## src/rtl/matmul_loader_pkg.sv

```systemverilog
// Shared configuration, derived widths and FSM encoding for the matmul BRAM loader.
package matmul_loader_pkg;

  // Datapath geometry
  localparam int WIDTH        = 16;  // element width in bits
  localparam int CHUNK_SIZE   = 4;   // elements per stream beat
  localparam int NUM_CORES    = 2;   // beats packed per input-BRAM word
  localparam int W_WORDS      = 6;   // weight-BRAM words per load
  localparam int I_WORDS      = 3;   // input-BRAM words per load
  localparam int W_ADDR_WIDTH = 12;
  localparam int I_ADDR_WIDTH = 14;

  // Derived widths
  localparam int BEAT_W = WIDTH * CHUNK_SIZE;
  localparam int WE_W   = BEAT_W / 8;
  localparam int PACK_W = BEAT_W * NUM_CORES;

  typedef enum logic [1:0] {
    IDLE   = 2'd0,
    LOAD_W = 2'd1,
    LOAD_I = 2'd2,
    DONE   = 2'd3
  } load_state_e;

endpackage

```

## src/rtl/matmul_bram_loader_packer.sv

```systemverilog
// core_word_packer: shifts NUM_CORES stream beats into one wide input-BRAM word.
// Beat 0 of a word ends up in the LSBs; word_valid pulses for one cycle with the word.
module core_word_packer
  import matmul_loader_pkg::*;
(
  input  logic              clk,
  input  logic              rst,
  input  logic              clear,
  input  logic              beat_valid,
  input  logic [BEAT_W-1:0] beat,
  output logic              at_last_slot,
  output logic              word_valid,
  output logic [PACK_W-1:0] word
);

  localparam int CNT_W = (NUM_CORES > 1) ? $clog2(NUM_CORES) : 1;

  logic [CNT_W-1:0]  beat_cnt;
  logic [PACK_W-1:0] shift_q;
  logic [PACK_W-1:0] shift_d;

  // The next beat completes a word when the slot counter sits on the top slot.
  assign at_last_slot = (beat_cnt == CNT_W'(NUM_CORES - 1));
  // New beats enter at the top; after NUM_CORES shifts the first beat is in the LSBs.
  assign shift_d      = {beat, shift_q[PACK_W-1:BEAT_W]};

  // Slot counter and shift register; clear discards any partially packed word.
  // NOTE: sequential state uses non-blocking assignments so every flop samples pre-edge values.
  always_ff @(posedge clk or posedge rst) begin
    if (rst) begin
      beat_cnt <= '0;
      shift_q  <= '0;
    end else if (clear) begin
      beat_cnt <= '0;
      shift_q  <= '0;
    end else if (beat_valid) begin
      shift_q  <= shift_d;
      beat_cnt <= at_last_slot ? '0 : beat_cnt + 1'b1;
    end
  end

  // Registered word output: one-cycle strobe, data holds between words.
  // NOTE: data registers get a reset too because every loader output must read 0 after rst.
  always_ff @(posedge clk or posedge rst) begin
    if (rst) begin
      word_valid <= 1'b0;
      word       <= '0;
    end else begin
      word_valid <= beat_valid && at_last_slot && !clear;
      if (beat_valid && at_last_slot && !clear) word <= shift_d;
    end
  end

endmodule

```

## src/rtl/matmul_bram_loader.sv

```systemverilog
// matmul_bram_loader: turns one valid/ready beat stream into port-A writes for the
// weight BRAM, then the packed input BRAM, and raises start once both are loaded.
// Optional feature macro: LOADER_LAST_CHECK_EN (s_last framing check driving err).
module matmul_bram_loader
  import matmul_loader_pkg::*;
(
  input  logic                    clk,
  input  logic                    rst,
  input  logic                    load_req,
  input  logic [BEAT_W-1:0]       s_data,
  input  logic                    s_valid,
  input  logic                    s_last,
  output logic                    s_ready,
  output logic                    wb_ena,
  output logic [WE_W-1:0]         wb_wea,
  output logic [W_ADDR_WIDTH-1:0] wb_addra,
  output logic [BEAT_W-1:0]       wb_dina,
  output logic                    in_ena,
  output logic [WE_W-1:0]         in_wea,
  output logic [I_ADDR_WIDTH-1:0] in_addra,
  output logic [PACK_W-1:0]       in_dina,
  output logic                    start,
  output logic                    err
);

  load_state_e             state_q, state_d;
  logic [W_ADDR_WIDTH-1:0] w_cnt;
  logic [I_ADDR_WIDTH-1:0] i_cnt;
  logic                    start_load, accept_w, accept_i;
  logic                    at_last_slot, word_done, final_beat, pack_clear;
  logic                    last_w_beat, last_i_word;

  assign last_w_beat = (w_cnt == W_ADDR_WIDTH'(W_WORDS - 1));
  assign last_i_word = (i_cnt == I_ADDR_WIDTH'(I_WORDS - 1));
  assign s_ready     = (state_q == LOAD_W) || (state_q == LOAD_I);
  assign word_done   = accept_i && at_last_slot;
  assign final_beat  = word_done && last_i_word;
  assign pack_clear  = (state_q == LOAD_W) && (state_d == LOAD_I);

  // State register.
  always_ff @(posedge clk or posedge rst) begin
    if (rst) state_q <= IDLE;
    else     state_q <= state_d;
  end

  // Next-state and beat-acceptance decode.
  // NOTE: every signal gets a default first so no path leaves one unassigned (no latches).
  always_comb begin
    state_d    = state_q;
    start_load = 1'b0;
    accept_w   = 1'b0;
    accept_i   = 1'b0;
    unique case (state_q)
      IDLE, DONE: if (load_req) begin
        start_load = 1'b1;
        state_d    = LOAD_W;
      end
      LOAD_W: if (s_valid) begin
        accept_w = 1'b1;
        if (last_w_beat) state_d = LOAD_I;
      end
      LOAD_I: if (s_valid) begin
        accept_i = 1'b1;
        if (at_last_slot && last_i_word) state_d = DONE;
      end
      default: state_d = IDLE;
    endcase
  end

  // Address counters and registered weight-port outputs.
  always_ff @(posedge clk or posedge rst) begin
    if (rst) begin
      w_cnt    <= '0;
      i_cnt    <= '0;
      wb_ena   <= 1'b0;
      wb_wea   <= '0;
      wb_addra <= '0;
      wb_dina  <= '0;
      in_addra <= '0;
    end else begin
      wb_ena <= accept_w;
      wb_wea <= {WE_W{accept_w}};
      if (start_load) begin
        w_cnt <= '0;
        i_cnt <= '0;
      end else begin
        if (accept_w) begin
          wb_addra <= w_cnt;
          wb_dina  <= s_data;
          w_cnt    <= w_cnt + 1'b1;
        end
        if (word_done) begin
          in_addra <= i_cnt;
          i_cnt    <= i_cnt + 1'b1;
        end
      end
    end
  end

  core_word_packer u_packer (
    .clk          (clk),
    .rst          (rst),
    .clear        (pack_clear),
    .beat_valid   (accept_i),
    .beat         (s_data),
    .at_last_slot (at_last_slot),
    .word_valid   (in_ena),
    .word         (in_dina)
  );

  assign in_wea = {WE_W{in_ena}};

  // start follows DONE one cycle late and drops on the cycle after a new request.
  always_ff @(posedge clk or posedge rst) begin
    if (rst) start <= 1'b0;
    else     start <= (state_q == DONE) && !load_req;
  end

`ifdef LOADER_LAST_CHECK_EN
  // Sticky framing error: s_last must be high on exactly the final beat of a load.
  always_ff @(posedge clk or posedge rst) begin
    if (rst)                                                err <= 1'b0;
    else if (start_load)                                    err <= 1'b0;
    else if ((accept_w || accept_i) && (s_last != final_beat)) err <= 1'b1;
  end
`else
  logic unused_framing;
  assign unused_framing = s_last ^ final_beat;
  assign err            = 1'b0;
`endif

endmodule
```

## config.mk

```make
export PLATFORM = sky130hd
export DESIGN_NAME = matmul_bram_loader
export DESIGN_NICKNAME = d
export VERILOG_FILES = /design/src/rtl/matmul_loader_pkg.sv /design/src/rtl/matmul_bram_loader_packer.sv /design/src/rtl/matmul_bram_loader.sv
export SDC_FILE = /design/constraint.sdc
export NUM_CORES = 1
export LEC_CHECK = 0
export CORE_AREA = 2 2 170 172
export DETAILED_ROUTE_END_ITERATION = 7
export DIE_AREA = 0 0 172 174
export HOLD_SLACK_MARGIN = 0.05
export PLACE_DENSITY = 0.76
export SETUP_SLACK_MARGIN = 0.3
export SLEW_MARGIN = 15
export SYNTH_ARGS = -nofsm -noshare
export SYNTH_HDL_FRONTEND = slang
export SYNTH_SLANG_ARGS = --single-unit
export TNS_END_PERCENT = 10
```

## constraint.sdc

```tcl
create_clock -name clk -period 10.3 [get_ports clk]
set_clock_uncertainty 0.05 [all_clocks]
set_input_delay 2.06 -clock clk [delete_from_list [all_inputs] [get_ports clk]]
set_output_delay 2.06 -clock clk [all_outputs]
set_load 0.02 [all_outputs]
```

==> results.cfg, run 1 <==
[grt]
first_global_vias = 8534
grt-ovfl-total = 0
grt_max_degree = 155
grt_pass1_wl_mm = 46.35
antenna_found_initial = 0
grtUsageTotal = 0.1944

[critical_path]
setup.worst_path.class = in -> reg
path_delay_family = simple AND/OR/NAND/NOR gates
worst-path-max-fanout = 45
critPathRequiredTime_ns = 10.63
critical_path_arrival_ns = 5.27
path_buf_inv = 2
start_kind = input pin
slowest_stage = nor2_4
critPathCaptureType = register
cp_cell_sequence = clkdlybuf4s50_1 -> and2_1 -> nor2_4 -> buf_4 -> mux2_2
cpPeakStageDelay_ns = 1.00

[logic_synthesis]
synth_fp_nets = 1023
synth_cells = 947
async_reset_ff_frac = 1.000
synthTopCellsByCount = 314 x dfrtp_1, 205 x mux2_2, 149 x nand2_1, 75 x a21oi_1, 31 x buf_4
synth.area.top_cells = dfrtp_1 63%, mux2_2 19%, nand2_1 4.5%
synth_seq_cells = 314
synth_area_um2 = 12450
synth_top_area_cell = dfrtp_1
synth_edf_count = 0
synth_top_area_frac = 0.6310
synth.most_common_cell = dfrtp_1
synth_ff_type = dfrtp_1
syn_area_per_cell_um2 = 13.15
seq_area_frac_synth = 0.6310
synth_warnings = 0
ys_types = 43

[detailed_routing]
routed_wirelength_mm = 29.18
wl_per_cell_um = 17.78
drcViolationCount = 0
dr.first_iter.drc_count = 509
vias_per_cell = 5.030
routed-via-count = 8255
drtAntennaViolNets = 0
dr.pass1.iters = 5

[floorplanning]
die-width_um = 172
rows = 62
io_pins = 308
die_y_um = 174
start_util = 0.4410
dieArea_um2 = 29930
core-area_um2 = 28240

[cts]
cts_resized = 0
holdBufCountCts = 0
cts_buffers = 34
post_cts_buffers = 0
clock-sinks = 314
root_buffer = clkbuf_16
clk_path_buf_depth = 3
cts_tree = yes
cts-htree-levels = 2
path_clk_slew_ns = 0.06
clk_latency_ns = 0.50

[power]
p_sw_mw = 0.9422
p_total_mw = 3.453
powerDensity_nw_per_um2 = 205.2
switching_share = 0.2728
p_int_mw = 2.511
comb_power_share = 0.227
leakage_nw = 7.638
pwr-share-clk = 0.352
ir_worst_vdd_uv = 150.8
power.share.sequential = 0.421

[sta]
slew_viol_final = 0
max_freq_mhz = 202.2
fin_crit_ns = 4.946
whs_ns = 0.4305
setup_slack_ns = 5.354
fin_tns_setup_ns = 0
rsz0062_at_grt = false
hold_viol = 0
finalSetupViolations = 0
fin_crit_sh = 0.4802
slew_headroom = 0.2586
tightest_slew_ns = 1.109

[finish]
final_cells = 1641
final_nets = 1308
final_area_um2 = 16830
post_route_cells_drive_above_1_share = 0.2235
fin_util = 0.5960
area_delta_synth_final_pct = 35.15
fill_cells = 2264
diodes = 0

[min_path]
hold_path_class = reg -> reg

[placed_design]
port_buffers = 305
dp_slack_ns = 4.823
dp.cells = 1580
gp_congestion = 0.7625
dp_hpwl_mm = 19.23
place_area_um2 = 15700

[job]
drv_cap = 0

[run_status]
status = finished clean
-- layout by cell type (no fill, tap or decap), types with 3 or more instances in the layout --
cell             instances
nand4_1                  5
clkbuf_8                 8
mux2_2                 205
nand3_1                  7
nor2_1                  23
inv_1                   11
mux2_1                  10
nand2_1                148
a21oi_1                 75
inv_6                    3
xnor2_1                 11
xor2_1                   5
buf_4                    9
clkbuf_1                 7
dfrtp_1                314
clkinv_2                 5
nor3_1                   7
nor4_1                   6
clkdlybuf4s50_1        305
o21ai_0                 11
ha_1                     7
or3_1                    6
clkbuf_16               35
-- sequential cells by signal, indices dropped and copies added, names as in the netlist, 2 cells and up --
name              cells
wb_addra             12
w_cnt                12
in_addra             14
i_cnt                14
state_q               2
wb_dina              64
u_packer.shift_q     64
u_packer.word       128
-- worst register-to-register path, delay by kind of cell (launching register included) --
kind                     cells  cell delay, ns
flip-flops                   1            0.44
AND/OR/NAND/NOR              2            1.54
multiplexers                 1            0.46
adder cells (fa/ha/maj)      1            0.38
buffers and inverters        2            0.77
-- cell type report --
cell class | count | area (um2) | area share
clock inverter | 11 | 118.9 | 0.007063
multi-input combinational | 555 | 4172 | 0.2479
clock buffer | 50 | 1012 | 0.06014
sequential | 314 | 7858 | 0.4669
tap | 384 | 480.5 | 0.02855
timing repair buffer | 315 | 3141 | 0.1866
inverter | 12 | 48.80 | 0.002899
-- power by group through the flow --
stage | combinational (mW) | clock [mW] | sequential (mW)
global placement | 0.777 | 0 | 1.47
floorplan | 0.248 | 0 | 1.64
CTS | 0.793 | 1.24 | 1.45
detailed placement | 0.789 | 0 | 1.48
global route | 0.829 | 1.30 | 1.47
finish | 0.784 | 1.22 | 1.45
-- logic make-up (layout without fill, tap and decap cells) --
family	Yosys count	in the layout	share of synthesized area
buffers and inverters	78	388	0.03727
multiplexers	215	215	0.1944
AND/OR/NAND/NOR	220	220	0.07747
adder cells (fa/ha/maj)	7	7	0.007033
flip-flops	314	314	0.6310
AO/OA/AOI/OAI	96	96	0.04129
XOR/XNOR	16	16	0.01125
other	1	1	0.0003011
-- layer usage --
layer	GRT usage	part of all wire	vias to the layer above
met5	0	0	-
met4	0.06898	0.034	0
met3	0.05351	0.076	62
met2	0.3159	0.48	261
met1	0.2505	0.41	4120
li1	-	-	3812
-- worst paths after layout --
path,start,end,slack (ns),depth (start not counted)
max,load_req,wb_dina[56]$_DFFE_PP0P_,5.35,5
min,in_addra[0]$_DFFE_PP0P_,in_addra[0]$_DFFE_PP0P_,0.43,2
max reg2reg,state_q[0]$_DFF_PP0_,wb_dina[56]$_DFFE_PP0P_,6.55,6
min reg2reg,in_addra[0]$_DFFE_PP0P_,in_addra[0]$_DFFE_PP0P_,0.43,2
max in group asynchronous,rst,u_packer.shift_q[110]$_DFFE_PP0P_,6.24,4
min in group asynchronous,rst,wb_dina[62]$_DFFE_PP0P_,1.82,2
Note: power is estimated with default switching activity, not from simulation.
==> inputs of run 2 (changes only) <==
CORE_AREA = 2 2 163 165   (was 2 2 170 172)
DIE_AREA = 0 0 165 167   (was 0 0 172 174)
PLACE_DENSITY = 0.79   (was 0.76)
clock period = 5.2 ns   (was 10.3 ns; I/O delays follow)
==> run 2 against run 1 <==
Net effect: final area shrank 0.13%; sequential share of layout area grew 0.059 points; register-to-register slack worse by 4.1 ns; sequential power rose by 99%; wire length decreased by 0.89%; clock power up 95%; combinational power rose by 100%; utilization increased by 5.6 points; count of clock-buffer cells in the layout is 3 higher; hold slack better by 0.0010 ns; first-iteration DRC count increased by 14%; critical path depth shrank 1; largest cell class unchanged.
==> results.cfg, run 2 (same netlist as run 1, synthesis figures left out) <==
[finish]
final_nets = 1311
diodes = 0
area_delta_synth_final_pct = 34.97
post_route_cells_drive_above_1_share = 0.2218
seq_area_um2 = 7858
final_cells = 1593
multi_input_area_um2 = 4172
top_register = u_packer.word
fill_cells = 1896
largest_reg_flops = 128
reg.largest.list = u_packer.word x128, u_packer.shift_q x64, wb_dina x64
layout_commonest_cell = dfrtp_1
final_cell_mix = 314 x dfrtp_1, 305 x clkdlybuf4s50_1, 205 x mux2_2

[critical_path]
r2r-start = state_q[0]$_DFF_PP0_
start_kind = register
critical_path_arrival_ns = 2.25
rrSetupSlack_ns = 2.41
critPathRequiredTime_ns = 4.11
r2r-end = u_packer.word[22]$_DFFE_PP0P_
critPathCaptureType = output pin
setup.worst_path.class = reg -> out
r2r_cells = 7
worst-path-max-fanout = 7

[sta]
rsz0062_at_grt = false
fin_crit_sh = 0.6432
max_freq_mhz = 299.0
finalSetupViolations = 0
fin_crit_ns = 3.345
setup_slack_ns = 1.855
fin_tns_setup_ns = 0
hold_viol = 0
slew_viol_final = 0
slew_headroom = 0.3719
tightest_slew_ns = 0.9388

[job]
drv_cap = 0

[cts]
post_cts_buffers = 0
clk_path_buf_depth = 3
root_buffer = clkbuf_16
clock-sinks = 314
cts_tree = yes
clk_latency_ns = 0.50
cts_buffers = 34
cts-htree-levels = 2
path_clk_slew_ns = 0.06
holdBufCountCts = 0
cts_resized = 0

[grt]
antenna_found_initial = 0
grtUsageTotal = 0.2125
first_global_vias = 8589
grt_max_degree = 153
grt-ovfl-total = 0
grt_pass1_wl_mm = 46.50

[placed_design]
port_buffers = 305
dp.cells = 1534
dp_slack_ns = 1.483
gp_congestion = 0.7854
dp_hpwl_mm = 19.24

[floorplanning]
io_pins = 308
core-area_um2 = 25760
die-width_um = 165
die_y_um = 167
rows = 59
start_util = 0.4834
dieArea_um2 = 27560

[power]
leakage_nw = 7.655
powerDensity_nw_per_um2 = 406.5
ir_worst_vdd_uv = 334.8

[min_path]
min_from = u_packer.shift_q[85]$_DFFE_PP0P_
hold_path_class = reg -> reg
whs_endpoint = u_packer.word[21]$_DFFE_PP0P_
whs_path_depth = 1

[detailed_routing]
routed-via-count = 8269
drtAntennaViolNets = 0
wl_per_cell_um = 18.15
routed_wirelength_mm = 28.92
dr.first_iter.drc_count = 581
dr.pass1.iters = 4
vias_per_cell = 5.191
drcViolationCount = 0

[run_status]
status = finished clean
run 2: how the worst max path moves through the flow:
stage	to	startpoint	slack [ns]	depth (start not counted)
detailed placement	u_packer.word[14]$_DFFE_PP0P_	s_valid	1.48	6
CTS	s_ready	state_q[0]$_DFF_PP0_	1.86	4
global placement	u_packer.word[22]$_DFFE_PP0P_	s_valid	1.52	6
global route	s_ready	state_q[0]$_DFF_PP0_	1.75	4
floorplan	i_cnt[0]$_DFFE_PP0P_	rst	-0.07	1
finish	s_ready	state_q[0]$_DFF_PP0_	1.86	4
run 2: power by group:
part	leakage, nW	switching (mW)	total, mW	internal [mW]
Combinational	2.86	0.766	1.57	0.800
Sequential	4.25	0.156	2.88	2.73
Clock	0.546	0.931	2.38	1.45
Total	7.66	1.85	6.83	4.98
run 2: worst max-delay path: stages (launching register included):
cell	delay, ns
dfrtp_1	0.45
inv_1	0.12
ha_1	0.38
inv_1	0.14
clkdlybuf4s50_1	0.67
run 2: metrics by stage:
| step | area [um2] | utilization | power, mW | hold slack (ns) |
|---|---|---|---|---|
| after floorplan | 12460 | - | 3.733 | 0.4080 |
| after global placement | 15700 | 0.6093 | 4.456 | 0.4123 |
| after detailed placement | 15700 | 0.6093 | 4.501 | 0.4285 |
| after CTS | 16810 | 0.6524 | 6.904 | 0.4407 |
| after global routing | 16810 | 0.6524 | 7.107 | 0.4484 |
| final | 16810 | 0.6524 | 6.832 | 0.4315 |
run 2: final cells by class:
class | count | share of cell area
Timing Repair Buffer | 318 | 0.1904
Sequential cell | 314 | 0.4675
Clock inverter | 6 | 0.005211
Multi-Input combinational cell | 555 | 0.2482
Inverter | 12 | 0.002903
Clock buffer | 53 | 0.06089
Tap cell | 335 | 0.02494
run 2: metal layers:
layer	global-route usage	wire length (um)	up-vias
met3	0.04682	1692	54
li1	-	-	3794
met5	0	0	-
met1	0.2627	11840	4179
met4	0.06881	838	0
met2	0.3687	14550	242
